<file path="config.mk">
export PLATFORM = sky130hd
export DESIGN_NAME = riscv_mem_wait_gen_flat
export DESIGN_NICKNAME = d
export VERILOG_FILES = /design/src/rtl/riscv_mem_pkg.sv /design/src/rtl/riscv_mem_wait_gen_if.sv /design/src/rtl/riscv_mem_wait_slot.sv /design/src/rtl/riscv_mem_wait_gen.sv /design/src/flat_wrapper.sv
export SDC_FILE = /design/constraint.sdc
export NUM_CORES = 1
export LEC_CHECK = 0
export ABC_AREA = 1
export CAP_MARGIN = 20
export CORE_UTILIZATION = 52
export DETAILED_ROUTE_END_ITERATION = 6
export GPL_TIMING_DRIVEN = 0
export PLACE_DENSITY = 0.85
export SYNTH_ARGS = -nofsm -noshare
export SYNTH_HDL_FRONTEND = slang
export SYNTH_SLANG_ARGS = --single-unit
</file>
<file path="constraint.sdc">
create_clock -name clk -period 3.55 [get_ports clk]
set_input_delay 0.71 -clock clk [delete_from_list [all_inputs] [get_ports clk]]
set_output_delay 0.71 -clock clk [all_outputs]
set_load 0.02 [all_outputs]
</file>
<file path="src/rtl/riscv_mem_pkg.sv">
// Shared definitions for the memory wait-state generator.
// Holds the default LATENCY/DEPTH/ADDR_W values, the countdown width helper
// and the slot record (address + countdown) at the default sizing.
package riscv_mem_pkg;

   localparam int unsigned DefaultLatency = 3;
   localparam int unsigned DefaultDepth   = 2;
   localparam int unsigned DefaultAddrW   = 64;

   // Countdown width: $clog2(LATENCY), never narrower than one bit.
   function automatic int unsigned cnt_width(int unsigned latency);
      return (latency > 1) ? $clog2(latency) : 1;
   endfunction

   typedef struct packed {
      logic [DefaultAddrW-1:0]                addr;
      logic [cnt_width(DefaultLatency)-1:0]   cnt;
   } slot_t;

endpackage

</file>
<file path="src/rtl/riscv_mem_wait_gen_if.sv">
// Request/response bundle between a requester (fetch/LSU) and the wait-state
// generator.
//   req_valid/req_addr/req_ready : read request handshake
//   flush                        : synchronous cancel of outstanding requests
//   rsp_valid/rsp_addr           : one-cycle completion pulse with its address
//   busy                         : at least one request outstanding
interface riscv_mem_wait_gen_if
   import riscv_mem_pkg::*;
#(
   parameter int unsigned ADDR_W = DefaultAddrW
) ();

   logic              req_valid;
   logic [ADDR_W-1:0] req_addr;
   logic              req_ready;
   logic              flush;
   logic              rsp_valid;
   logic [ADDR_W-1:0] rsp_addr;
   logic              busy;

   modport master (
      output req_valid, req_addr, flush,
      input  req_ready, rsp_valid, rsp_addr, busy
   );

   modport slave (
      input  req_valid, req_addr, flush,
      output req_ready, rsp_valid, rsp_addr, busy
   );

endinterface

</file>
<file path="src/rtl/riscv_mem_wait_slot.sv">
// One queue slot: holds a request address and its remaining-latency countdown.
//   clk       : clock
//   load_i    : capture addr_i and restart the countdown at LATENCY-1
//   addr_i    : address to capture
//   dec_i     : slot is occupied; count down one step (saturating at zero)
//   addr_o    : stored address
//   is_zero_o : countdown has expired
// Contents are don't-care while unoccupied, so the slot carries no reset.
module riscv_mem_wait_slot
   import riscv_mem_pkg::*;
#(
   parameter int unsigned LATENCY = DefaultLatency,
   parameter int unsigned ADDR_W  = DefaultAddrW
) (
   input  logic              clk,
   input  logic              load_i,
   input  logic [ADDR_W-1:0] addr_i,
   input  logic              dec_i,
   output logic [ADDR_W-1:0] addr_o,
   output logic              is_zero_o
);

   localparam int unsigned     CntW    = cnt_width(LATENCY);
   localparam logic [CntW-1:0] LoadVal = CntW'(LATENCY - 1);

   logic [ADDR_W-1:0] addr_q, addr_d;
   logic [CntW-1:0]   cnt_q, cnt_d;

   always_comb begin
      addr_d = addr_q;
      cnt_d  = cnt_q;
      if (load_i) begin
         addr_d = addr_i;
         cnt_d  = LoadVal;
      end else if (dec_i && (cnt_q != '0)) begin
         cnt_d = cnt_q - CntW'(1);
      end
   end

   always_ff @(posedge clk) begin
      addr_q <= addr_d;
      cnt_q  <= cnt_d;
   end

   assign addr_o    = addr_q;
   assign is_zero_o = (cnt_q == '0);

endmodule

</file>
<file path="src/rtl/riscv_mem_wait_gen.sv">
// Fixed-latency wait-state generator for the core memory ports.
// Accepts read requests on a valid/ready handshake and returns each one,
// in order, LATENCY edges after acceptance; up to DEPTH may be outstanding.
//   clk   : clock, rising edge
//   rst_n : synchronous active-low reset
//   bus   : slave side of riscv_mem_wait_gen_if (request, flush, response, busy)
module riscv_mem_wait_gen
   import riscv_mem_pkg::*;
#(
   parameter int unsigned LATENCY = DefaultLatency,
   parameter int unsigned DEPTH   = DefaultDepth,
   parameter int unsigned ADDR_W  = DefaultAddrW
) (
   input logic                 clk,
   input logic                 rst_n,
   riscv_mem_wait_gen_if.slave bus
);

   localparam int unsigned       PtrW      = (DEPTH > 1) ? $clog2(DEPTH) : 1;
   localparam int unsigned       CountW    = $clog2(DEPTH + 1);
   localparam logic [PtrW-1:0]   LastPtr   = PtrW'(DEPTH - 1);
   localparam logic [CountW-1:0] FullCount = CountW'(DEPTH);

   logic [PtrW-1:0]   wr_ptr_q, wr_ptr_d, rd_ptr_q, rd_ptr_d;
   logic [CountW-1:0] count_q, count_d;
   logic              rsp_valid_q, rsp_valid_d;
   logic [ADDR_W-1:0] rsp_addr_q, rsp_addr_d;
   logic              busy_q, busy_d;

   logic [DEPTH-1:0]  slot_load, slot_dec, slot_zero;
   logic [ADDR_W-1:0] slot_addr [DEPTH];
   logic              head_zero;
   logic [ADDR_W-1:0] head_addr;
   logic              push, pop, ready;

   function automatic logic [PtrW-1:0] ptr_inc(logic [PtrW-1:0] p);
      return (p == LastPtr) ? '0 : p + PtrW'(1);
   endfunction

   for (genvar g = 0; g < DEPTH; g++) begin : g_slot
      assign slot_load[g] = push && (wr_ptr_q == PtrW'(g));

      riscv_mem_wait_slot #(
         .LATENCY (LATENCY),
         .ADDR_W  (ADDR_W)
      ) u_slot (
         .clk       (clk),
         .load_i    (slot_load[g]),
         .addr_i    (bus.req_addr),
         .dec_i     (slot_dec[g]),
         .addr_o    (slot_addr[g]),
         .is_zero_o (slot_zero[g])
      );
   end

   // Head selection and occupancy. Occupied slots run from rd_ptr up to (not
   // including) wr_ptr, wrapping; equal pointers mean empty unless full.
   always_comb begin
      head_zero = 1'b0;
      head_addr = '0;
      slot_dec  = '0;
      for (int unsigned i = 0; i < DEPTH; i++) begin
         if (rd_ptr_q == PtrW'(i)) begin
            head_zero = slot_zero[i];
            head_addr = slot_addr[i];
         end
         if (count_q == FullCount) begin
            slot_dec[i] = 1'b1;
         end else if (rd_ptr_q <= wr_ptr_q) begin
            slot_dec[i] = (PtrW'(i) >= rd_ptr_q) && (PtrW'(i) < wr_ptr_q);
         end else begin
            slot_dec[i] = (PtrW'(i) >= rd_ptr_q) || (PtrW'(i) < wr_ptr_q);
         end
      end
   end

   always_comb begin
      pop   = (count_q != '0) && head_zero;
      // A full queue still accepts when its head leaves on the same edge.
      ready = !bus.flush && ((count_q < FullCount) || pop);
      push  = bus.req_valid && ready;

      wr_ptr_d    = wr_ptr_q;
      rd_ptr_d    = rd_ptr_q;
      count_d     = count_q;
      rsp_valid_d = 1'b0;
      rsp_addr_d  = rsp_addr_q;

      if (bus.flush) begin
         // A head that would pop here is dropped without a response.
         wr_ptr_d = '0;
         rd_ptr_d = '0;
         count_d  = '0;
      end else begin
         if (push) wr_ptr_d = ptr_inc(wr_ptr_q);
         if (pop) begin
            rd_ptr_d    = ptr_inc(rd_ptr_q);
            rsp_valid_d = 1'b1;
            rsp_addr_d  = head_addr;
         end
         unique case ({push, pop})
            2'b10:   count_d = count_q + CountW'(1);
            2'b01:   count_d = count_q - CountW'(1);
            default: count_d = count_q;
         endcase
      end

      busy_d = (count_d != '0);
   end

   always_ff @(posedge clk) begin
      if (!rst_n) begin
         wr_ptr_q    <= '0;
         rd_ptr_q    <= '0;
         count_q     <= '0;
         rsp_valid_q <= 1'b0;
         rsp_addr_q  <= '0;
         busy_q      <= 1'b0;
      end else begin
         wr_ptr_q    <= wr_ptr_d;
         rd_ptr_q    <= rd_ptr_d;
         count_q     <= count_d;
         rsp_valid_q <= rsp_valid_d;
         rsp_addr_q  <= rsp_addr_d;
         busy_q      <= busy_d;
      end
   end

   assign bus.req_ready = ready;
   assign bus.rsp_valid = rsp_valid_q;
   assign bus.rsp_addr  = rsp_addr_q;
   assign bus.busy      = busy_q;

endmodule

</file>
<file path="src/flat_wrapper.sv">
// flat-port wrapper written by rule: the top's interface ports become plain ports
module riscv_mem_wait_gen_flat import riscv_mem_pkg::*;
#(
   parameter int unsigned LATENCY = DefaultLatency,
   parameter int unsigned DEPTH   = DefaultDepth,
   parameter int unsigned ADDR_W  = DefaultAddrW
)
  (clk, rst_n, bus_req_valid, bus_req_addr, bus_flush, bus_req_ready, bus_rsp_valid, bus_rsp_addr, bus_busy);
  riscv_mem_wait_gen_if #(.ADDR_W(ADDR_W)) bus_i ();
  input logic clk;
  input logic rst_n;
  input wire logic [$bits(bus_i.req_valid)-1:0] bus_req_valid;
  input wire logic [$bits(bus_i.req_addr)-1:0] bus_req_addr;
  input wire logic [$bits(bus_i.flush)-1:0] bus_flush;
  output wire logic [$bits(bus_i.req_ready)-1:0] bus_req_ready;
  output wire logic [$bits(bus_i.rsp_valid)-1:0] bus_rsp_valid;
  output wire logic [$bits(bus_i.rsp_addr)-1:0] bus_rsp_addr;
  output wire logic [$bits(bus_i.busy)-1:0] bus_busy;
  assign bus_i.req_valid = bus_req_valid;
  assign bus_i.req_addr = bus_req_addr;
  assign bus_i.flush = bus_flush;
  assign bus_req_ready = bus_i.req_ready;
  assign bus_rsp_valid = bus_i.rsp_valid;
  assign bus_rsp_addr = bus_i.rsp_addr;
  assign bus_busy = bus_i.busy;
  riscv_mem_wait_gen #(.LATENCY(LATENCY), .DEPTH(DEPTH), .ADDR_W(ADDR_W)) u_core (.clk(clk), .rst_n(rst_n), .bus(bus_i));
endmodule
</file>
==> flow_summary_export.csv, run 1 <==
group,metric,value,unit
setup_path,start_kind,"flip-flop",
power,clockPowerShare,41.3,%
die,start_util,53.2,%
synth,avgSynthCellArea,10.7,um2
route,routed_wl,15400,um
route,drc,0,
route,drtIter0Drc,336,
placed_design,hpwl,9550,um
cts,cts.sinks,202,
sta,finalCritPeriodShare,77.8,%
cts,clockBufferDepth,3,
die,num_io_pins,135,
job,drv_cap,0,
power,pwr-share-comb,5.7,%
hold_path,hp-class,"reg -> reg",
sta,finalMaxSlewViolations,0,
layout,instances_no_fill,1039,
power,pwr-share-seq,52.9,%
cts,htree_num_levels,1,
hold_path,holdPathStages,2,
cts,worstSkewPairLatency,490,ps
synth,ys_warn_count,0,
placed_design,gp_congestion,0.819,
route,viasPerCell,4.99,
sta,clock.fmax,0.362,GHz
synth,synth_cells,688,
synth,synthSimpleGateAreaFrac,18.5,%
layout,area_growth,29.9,%
synth,synth_xor_area_share,0.356,%
cts,cts_tree,"built",
die,core_area,13900,um2
cts,cts_setup_buffers,0,
synth,synth_seq_cells,202,
power,p_leak,0.00385,uW
power,p_int,3890,uW
global_route,grt_pass1_wl,23700,um
sta,finClkSkew,17.1,ps
global_route,grt_pass1_vias,4785,
power,power_density,511,nW/um2
synth,syn-num-nets,759,
global_route,grt_usage,21.1,%
power,switchingPower,1010,uW
sta,holdWs,481,ps
setup_path,worstSetupEndpointType,"output pin",
synth,synth_area,7380,um2
sta,hold_viol,0,
synth,synthAdderAreaFrac,0.509,%
global_route,grt_max_degree,65,
synth,ys_seq_area_share,72.2,%
power,p_sw_share,20.6,%
placed_design,dp.cells,1002,
layout,n_antenna_cell,0,
cts,cts_inserted_buffers,21,
setup_path,reg2regPathDepth,8,
layout,final_common_cell,"nand2_1",
synth,yosysUniqueCellTypes,21,
setup_path,cp.arrival,2050,ps
die,dieArea,14700,um2
setup_path,critPathKind,"reg -> out",
die,die_w,121,um
cts,root_buffer,"clkbuf_16",
sta,worst_pin_slew,899,ps
placed_design,dpl_cell_area,8950,um2
cts,cts_hold_buf,0,
global_route,overflow,0,
sta,min_period,2760,ps
layout,drive_gt1_share,6.87,%
route,wl_per_cell,14.8,um
sta,rsz0062_at_grt,"false",
die,rows,43,
power,total_power,4900,uW
sta,slew-limit-headroom,40.1,%
setup_path,path_max_fanout,6,
synth,synth_top_family_by_area,"simple AND/OR/NAND/NOR gates",
route,vias,5189,
synth,synth_compound_area_share,4.70,%
setup_path,cp.required,2840,ps
layout,fin_nets,916,
cts,cts-resized-gates,0,
layout,final_area,9590,um2
cts,path_clk_slew,60,ps
layout,final_cell_mix,"nand2_1 (211), nor2_1 (135), clkdlybuf4s50_1 (134), edfxtp_1 (128), dfxtp_1 (74)",
route,first_pass_iters,5,
sta,setup_viol,0,
power,ir_drop,0.000518,V
sta,timing.setup.tns,0,ps
die,die_h,121,um
global_route,antenna_found_initial,0,
synth,synthMuxAreaShare,0,%
status,outcome,"finished clean",
route,antenna_left,0,
placed_design,portBuffers,134,
[registers in the layout (all words and copies together), names as in the netlist]
register                     cells
u_core.g_slot.u_slot.addr_o    128
u_core.bus.rsp_valid             1
u_core.bus.busy                  1
u_core.bus.rsp_addr             64
u_core.wr_ptr_q                  1
u_core.rd_ptr_q                  1
u_core.g_slot.u_slot.cnt_q       4
u_core.count_q                   2
[critical path, cell delays in order (launching register included)]
cell and delay, ps:
dfxtp_1 300, inv_1 80, ha_1 150, inv_1 50, nand2_1 70, nand3_2 160, a21oi_1 160, clkdlybuf4s50_1 610
[routing by layer]
layer / vias up / share of wire, % / global-route usage [%]
li1: 2570 / - / -
met1: 2414 / 41 / 27.3
met2: 179 / 50 / 36.0
met3: 26 / 6.9 / 3.90
met4: 0 / 2.1 / 6.33
met5: - / 0 / 0
[kinds of logic after synthesis]
group	count (synthesis)
simple gates	356
xor+xnor	3
compound gates	69
fa+ha+maj	3
flops	202
buf+inv	55
[path summary, 6_finish.rpt]
| kind | from | to | slack, ps |
|---|---|---|---|
| hold / removal | u_core.g_slot[1].u_slot.cnt_q[1] | u_core.g_slot[1].u_slot.cnt_q[1] | 480 |
| setup reg to reg | u_core.g_slot[1].u_slot.cnt_q[0] | u_core.g_slot[1].u_slot.addr_o[61] | 1240 |
| setup / recovery | u_core.g_slot[1].u_slot.cnt_q[0] | bus_req_ready | 790 |
| hold reg to reg | u_core.g_slot[1].u_slot.cnt_q[1] | u_core.g_slot[1].u_slot.cnt_q[1] | 480 |
[power by group through the flow]
stage	combinational, uW	clock (uW)	sequential [uW]
global route	311	2150	2600
detailed placement	280	0	2640
global placement	269	0	2640
finish	280	2030	2590
CTS	283	2050	2590
floorplan	120	0	2650
[per-stage QoR]
stage / setup slack (ps) / utilization, %
global route: 643 / 69.1
finish: 789 / 69.1
detailed placement: 771 / 64.5
CTS: 767 / 69.1
global placement: -462 / 64.4
floorplan: 872 / -
[cells in the mapped netlist]
cell / number / area (um2)
o21ai_0: 6 / 30.0
nand4_1: 2 / 12.5
nand3_1: 4 / 20.0
inv_1: 19 / 71.3
buf_6: 7 / 78.8
buf_1: 1 / 3.75
edfxtp_1: 128 / 3840
xor2_1: 3 / 26.3
o22ai_1: 1 / 6.26
ha_1: 3 / 37.5
inv_2: 2 / 7.51
nand3_2: 1 / 10.0
o21ai_1: 60 / 300
a21oi_1: 2 / 10.0
nand2_1: 211 / 792
clkbuf_1: 10 / 37.5
nor2_1: 135 / 507
or2_2: 2 / 12.5
nor2_4: 1 / 11.3
buf_2: 16 / 80.1
dfxtp_1: 74 / 1480
[cell type report]
cell class	instances	area (um2)
flip-flops and latches	202	5330
fillers	1014	4290
multi-input cells	431	1780
repair buffers	134	1340
clock buffers	28	562
well taps	180	225
plain buffers	34	200
inverters	21	83.8
clock inverters	9	76.3
Power figures use the tool's default switching activity.
==> run 2: changes to the inputs <==
==> constraint.sdc (replaced) <==
create_clock -name clk -period 2.6 [get_ports clk]
set_input_delay 0.52 -clock clk [delete_from_list [all_inputs] [get_ports clk]]
set_output_delay 0.52 -clock clk [all_outputs]
set_load 0.02 [all_outputs]
==> run 2 against run 1 <==
Non-clock buffer count rose by 2. Wire length increased by 1.4%. Utilization grew 0.88 points. Design area increased by 1.3%. Die area unchanged. Clock power is 47% higher. Global-route usage grew 0.36 points. Clock skew increased by 6.7 ps. Via count shrank 0.83%. First-iteration DRC count fell by 18%. Sequential share of layout area decreased by 0.70 points. Largest cell class unchanged. Largest power group unchanged.
==> flow_summary_export.csv, run 2 (synthesized netlist as in run 1, its figures left out) <==
group,metric,value,unit
power,ir_drop,0.000630,V
sta,worst_pin_slew,695,ps
layout,final_util,70.0,%
placed_design,hpwl,9950,um
global_route,grt_max_degree,41,
cts,root_buffer,"clkbuf_16",
layout,final_cell_mix,"nand2_1 (211), nor2_1 (135), clkdlybuf4s50_1 (133), edfxtp_1 (128), dfxtp_1 (74)",
sta,slew-limit-headroom,53.4,%
sta,finalCritPeriodShare,89.9,%
cts,cts_tree,"built",
route,drc,0,
die,die_w,121,um
die,num_io_pins,135,
cts,cts_hold_buf,0,
power,power_density,712,nW/um2
layout,fin_nets,920,
layout,final_common_cell,"nand2_1",
route,antenna_left,0,
global_route,grt_usage,21.4,%
layout,drive_gt1_share,8.10,%
die,start_util,53.2,%
die,die_h,121,um
cts,cts.sinks,202,
route,routed_wl,15600,um
cts,cts_inserted_buffers,21,
sta,rsz0062_at_grt,"false",
global_route,grt_pass1_vias,4982,
setup_path,path_max_fanout,12,
power,total_power,6920,uW
power,p_sw_share,20.2,%
power,p_int,5520,uW
global_route,grt_pass1_wl,24400,um
die,rows,43,
global_route,antenna_found_initial,1,
cts,path_clk_slew,60,ps
route,first_pass_iters,5,
cts,worstSkewPairLatency,490,ps
power,pwr-share-seq,51.2,%
setup_path,cp.required,2600,ps
sta,finalMaxSlewViolations,0,
global_route,overflow,0,
setup_path,cp.arrival,2340,ps
hold_path,hp-class,"reg -> reg",
setup_path,reg2reg_slack,260,ps
route,vias,5146,
status,outcome,"finished clean",
die,core_area,13900,um2
setup_path,start_kind,"flip-flop",
power,pwr-share-comb,5.7,%
cts,htree_num_levels,1,
sta,min_period,2340,ps
placed_design,gp_congestion,0.814,
layout,largest_reg_flops,128,
job,drv_cap,0,
power,switchingPower,1400,uW
layout,n_antenna_cell,0,
sta,finClkSkew,23.8,ps
route,drtIter0Drc,275,
sta,clock.fmax,0.428,GHz
cts,clockBufferDepth,3,
power,p_leak,0.00390,uW
power,clockPowerShare,43.1,%
placed_design,portBuffers,134,
layout,area_growth,31.6,%
sta,hold_viol,0,
setup_path,worstSetupEndpointType,"flip-flop",
route,viasPerCell,4.93,
sta,setup_viol,0,
die,dieArea,14700,um2
route,wl_per_cell,14.9,um
setup_path,critPathKind,"reg -> reg",
## run 2: path summary, 6_finish.rpt
path	startpoint	to	cells after the start
worst max register to register	u_core.g_slot[0].u_slot.cnt_q[0]	u_core.g_slot[0].u_slot.addr_o[36]	8
worst min-delay path	u_core.g_slot[0].u_slot.cnt_q[1]	u_core.g_slot[0].u_slot.cnt_q[1]	2
worst min register to register	u_core.g_slot[0].u_slot.cnt_q[1]	u_core.g_slot[0].u_slot.cnt_q[1]	2
worst max-delay path	u_core.g_slot[0].u_slot.cnt_q[0]	u_core.g_slot[0].u_slot.addr_o[36]	8
## run 2: power groups by stage
stage                     registers [uW]  clock network, uW  logic (uW)
final                               3540               2980         391
after global routing                3550               3190         435
after CTS                           3540               3040         393
after detailed placement            3610                  0         390
after global placement              3610                  0         371
after floorplan                     3620                  0         165
## run 2: final cells by class
type | count | area [um2]
inverters | 21 | 86.3
repair inverters | 2 | 12.5
fillers | 996 | 4170
flip-flops and latches | 202 | 5330
well taps | 180 | 225
repair buffers | 136 | 1380
plain buffers | 34 | 200
multi-input cells | 431 | 1780
clock buffers | 27 | 598
clock inverters | 11 | 109
## run 2: through the flow
stage	setup WS, ps	setup TNS [ps]	area [um2]	hold slack, ps	instances
final	261	0	9710	489	1044
after global routing	61.4	0	9710	511	1044
after CTS	27.6	0	9700	493	1042
after detailed placement	-257	-15040	8990	478	1004
after global placement	-793	-100050	8950	456	1002
after floorplan	229	0	7390	444	688
## run 2: routing by layer
metal	GRT usage (%)	vias to the layer above	wire (um)
met5	0	-	11
met4	5.56	2	236
met3	3.48	22	808
met2	38.6	159	7950
met1	26.7	2382	6590
li1	-	2581	-
## run 2: worst max-delay path: stages, from the launching register on
cell and delay (ps):
dfxtp_1 310, inv_1 60, ha_1 180, inv_1 80, nand2_1 80, nand3_2 130, nand2_1 100, nand4_1 240
clkinvlp_2 670
## run 2: what timing repair did
action                                  CTS  global route
endpoints found under the hold margin     0             0
setup buffers                             0             0
resized for setup                         1             1
cloned                                    0             2
endpoints found under the setup margin    1            73
==> run 3: changes to the inputs <==
--- a/config.mk
+++ b/config.mk
@@ -6,7 +6,6 @@
 export NUM_CORES = 1
 export LEC_CHECK = 0
 export ABC_AREA = 1
-export CAP_MARGIN = 20
 export CORE_UTILIZATION = 52
 export DETAILED_ROUTE_END_ITERATION = 6
 export GPL_TIMING_DRIVEN = 0
==> run 3 against run 2 <==
Clock power hardly changed. Clock skew stayed put. Die area is the same. First-iteration DRC count unchanged. Critical path depth unchanged. Via count stayed put. Wire length unchanged. Register-to-register slack about the same. Sequential power about the same. Critical path type unchanged. Critical endpoint unchanged. Largest cell class unchanged.
==> flow_summary_export.csv, run 3 (synthesized netlist as in run 1, its figures left out) <==
group,metric,value,unit
layout,area_growth,31.6,%
cts,clockBufferDepth,3,
cts,root_buffer,"clkbuf_16",
cts,worstSkewPairLatency,490,ps
die,num_io_pins,135,
placed_design,hpwl,9950,um
die,rows,43,
layout,largest_reg_flops,128,
layout,drive_gt1_share,8.10,%
cts,cts_inserted_buffers,21,
hold_path,hp-class,"reg -> reg",
layout,n_antenna_cell,0,
route,routed_wl,15600,um
power,total_power,6920,uW
power,p_leak,0.00390,uW
status,outcome,"finished clean",
job,drv_cap,0,
cts,cts_setup_buffers,0,
layout,multi_input_area,1780,um2
global_route,grt_pass1_vias,4982,
sta,finalCritPeriodShare,89.9,%
placed_design,portBuffers,134,
global_route,grt_max_degree,41,
setup_path,reg2regPathDepth,8,
sta,finClkSkew,23.8,ps
global_route,grt_pass1_wl,24400,um
layout,instances_no_fill,1044,
route,antenna_left,0,
layout,regArea,5330,um2
sta,timing.setup.tns,0,ps
layout,fin_nets,920,
power,power_density,712,nW/um2
sta,clock.fmax,0.428,GHz
route,viasPerCell,4.93,
sta,min_period,2340,ps
setup_path,path_max_fanout,12,
global_route,antenna_found_initial,1,
sta,finalMaxSlewViolations,0,
die,core_area,13900,um2
setup_path,cp.arrival,2340,ps
sta,slew-limit-headroom,53.4,%
cts,cts.sinks,202,
die,die_w,121,um
layout,final_common_cell,"nand2_1",
placed_design,gp_congestion,0.814,
die,dieArea,14700,um2
die,die_h,121,um
hold_path,holdPathStages,2,
sta,hold_viol,0,
setup_path,worstSetupEndpointType,"flip-flop",
cts,htree_num_levels,1,
cts,cts_tree,"built",
route,vias,5146,
global_route,overflow,0,
cts,path_clk_slew,60,ps
route,drtIter0Drc,275,
layout,num-fill-cells,996,
cts,cts_hold_buf,0,
route,wl_per_cell,14.9,um
setup_path,critPathKind,"reg -> reg",
sta,worst_pin_slew,695,ps
route,first_pass_iters,5,
route,drc,0,
setup_path,start_kind,"flip-flop",
sta,setup_viol,0,
placed_design,dp.cells,1004,
global_route,grt_usage,21.4,%
setup_path,cp.required,2600,ps
die,start_util,53.2,%
sta,rsz0062_at_grt,"false",
power,ir_drop,0.000630,V
layout,final_cell_mix,"nand2_1 (211), nor2_1 (135), clkdlybuf4s50_1 (133), edfxtp_1 (128), dfxtp_1 (74)",
==> run 3: cell counts in the layout (fill, tap and decap cells not counted) <==
Identical to the previous run, type by type.
==> run 3: per-layer routing <==
metal | track usage (%) | up-vias | wire length [um]
met4 | 5.56 | 2 | 236
met5 | 0 | - | 11
li1 | - | 2581 | -
met1 | 26.7 | 2382 | 6590
met2 | 38.6 | 159 | 7950
met3 | 3.48 | 22 | 808
==> run 3: worst paths after layout <==
kind / start / slack (ps) / end
max: u_core.g_slot[0].u_slot.cnt_q[0] / 260 / u_core.g_slot[0].u_slot.addr_o[36]
min reg2reg: u_core.g_slot[0].u_slot.cnt_q[1] / 490 / u_core.g_slot[0].u_slot.cnt_q[1]
min: u_core.g_slot[0].u_slot.cnt_q[1] / 490 / u_core.g_slot[0].u_slot.cnt_q[1]
max reg2reg: u_core.g_slot[0].u_slot.cnt_q[0] / 260 / u_core.g_slot[0].u_slot.addr_o[36]
==> run 3: area by class of cell <==
class,instances,share of cell area (%)
Sequential cell,202,54.8
Multi-Input combinational cell,431,18.3
Timing Repair Buffer,136,14.2
Clock buffer,27,6.16
Tap cell,180,2.32
Buffer,34,2.06
Clock inverter,11,1.12
Inverter,21,0.889
Timing Repair inverter,2,0.129
==> run 3: repair_timing <==
item | in CTS | in global routing
gates resized for setup | 1 | 1
setup endpoints to repair | 1 | 73
cloned | 0 | 2
==> run 3: worst max-delay path, stage by stage (launching register included) <==
cell        delay [ps]
dfxtp_1            310
inv_1               60
ha_1               180
inv_1               80
nand2_1             80
nand3_2            130
nand2_1            100
nand4_1            240
clkinvlp_2         670
==> run 3: per-stage QoR <==
step / cell area [um2] / utilization [%] / hold slack, ps / setup slack (ps)
2_1_floorplan: 7390 / - / 444 / 229
3_3_place_gp: 8950 / 64.5 / 456 / -793
3_5_place_dp: 8990 / 64.8 / 478 / -257
4_1_cts: 9700 / 69.9 / 493 / 27.6
5_1_grt: 9710 / 70.0 / 511 / 61.4
6_report: 9710 / 70.0 / 489 / 261
==> run 3: power breakdown <==
group | internal, uW | leakage [uW] | switching [uW] | total [uW]
logic | 186 | 0.00178 | 206 | 391
registers | 3510 | 0.00177 | 32.1 | 3540
clock network | 1820 | 0.000352 | 1160 | 2980
total | 5520 | 0.00390 | 1400 | 6920
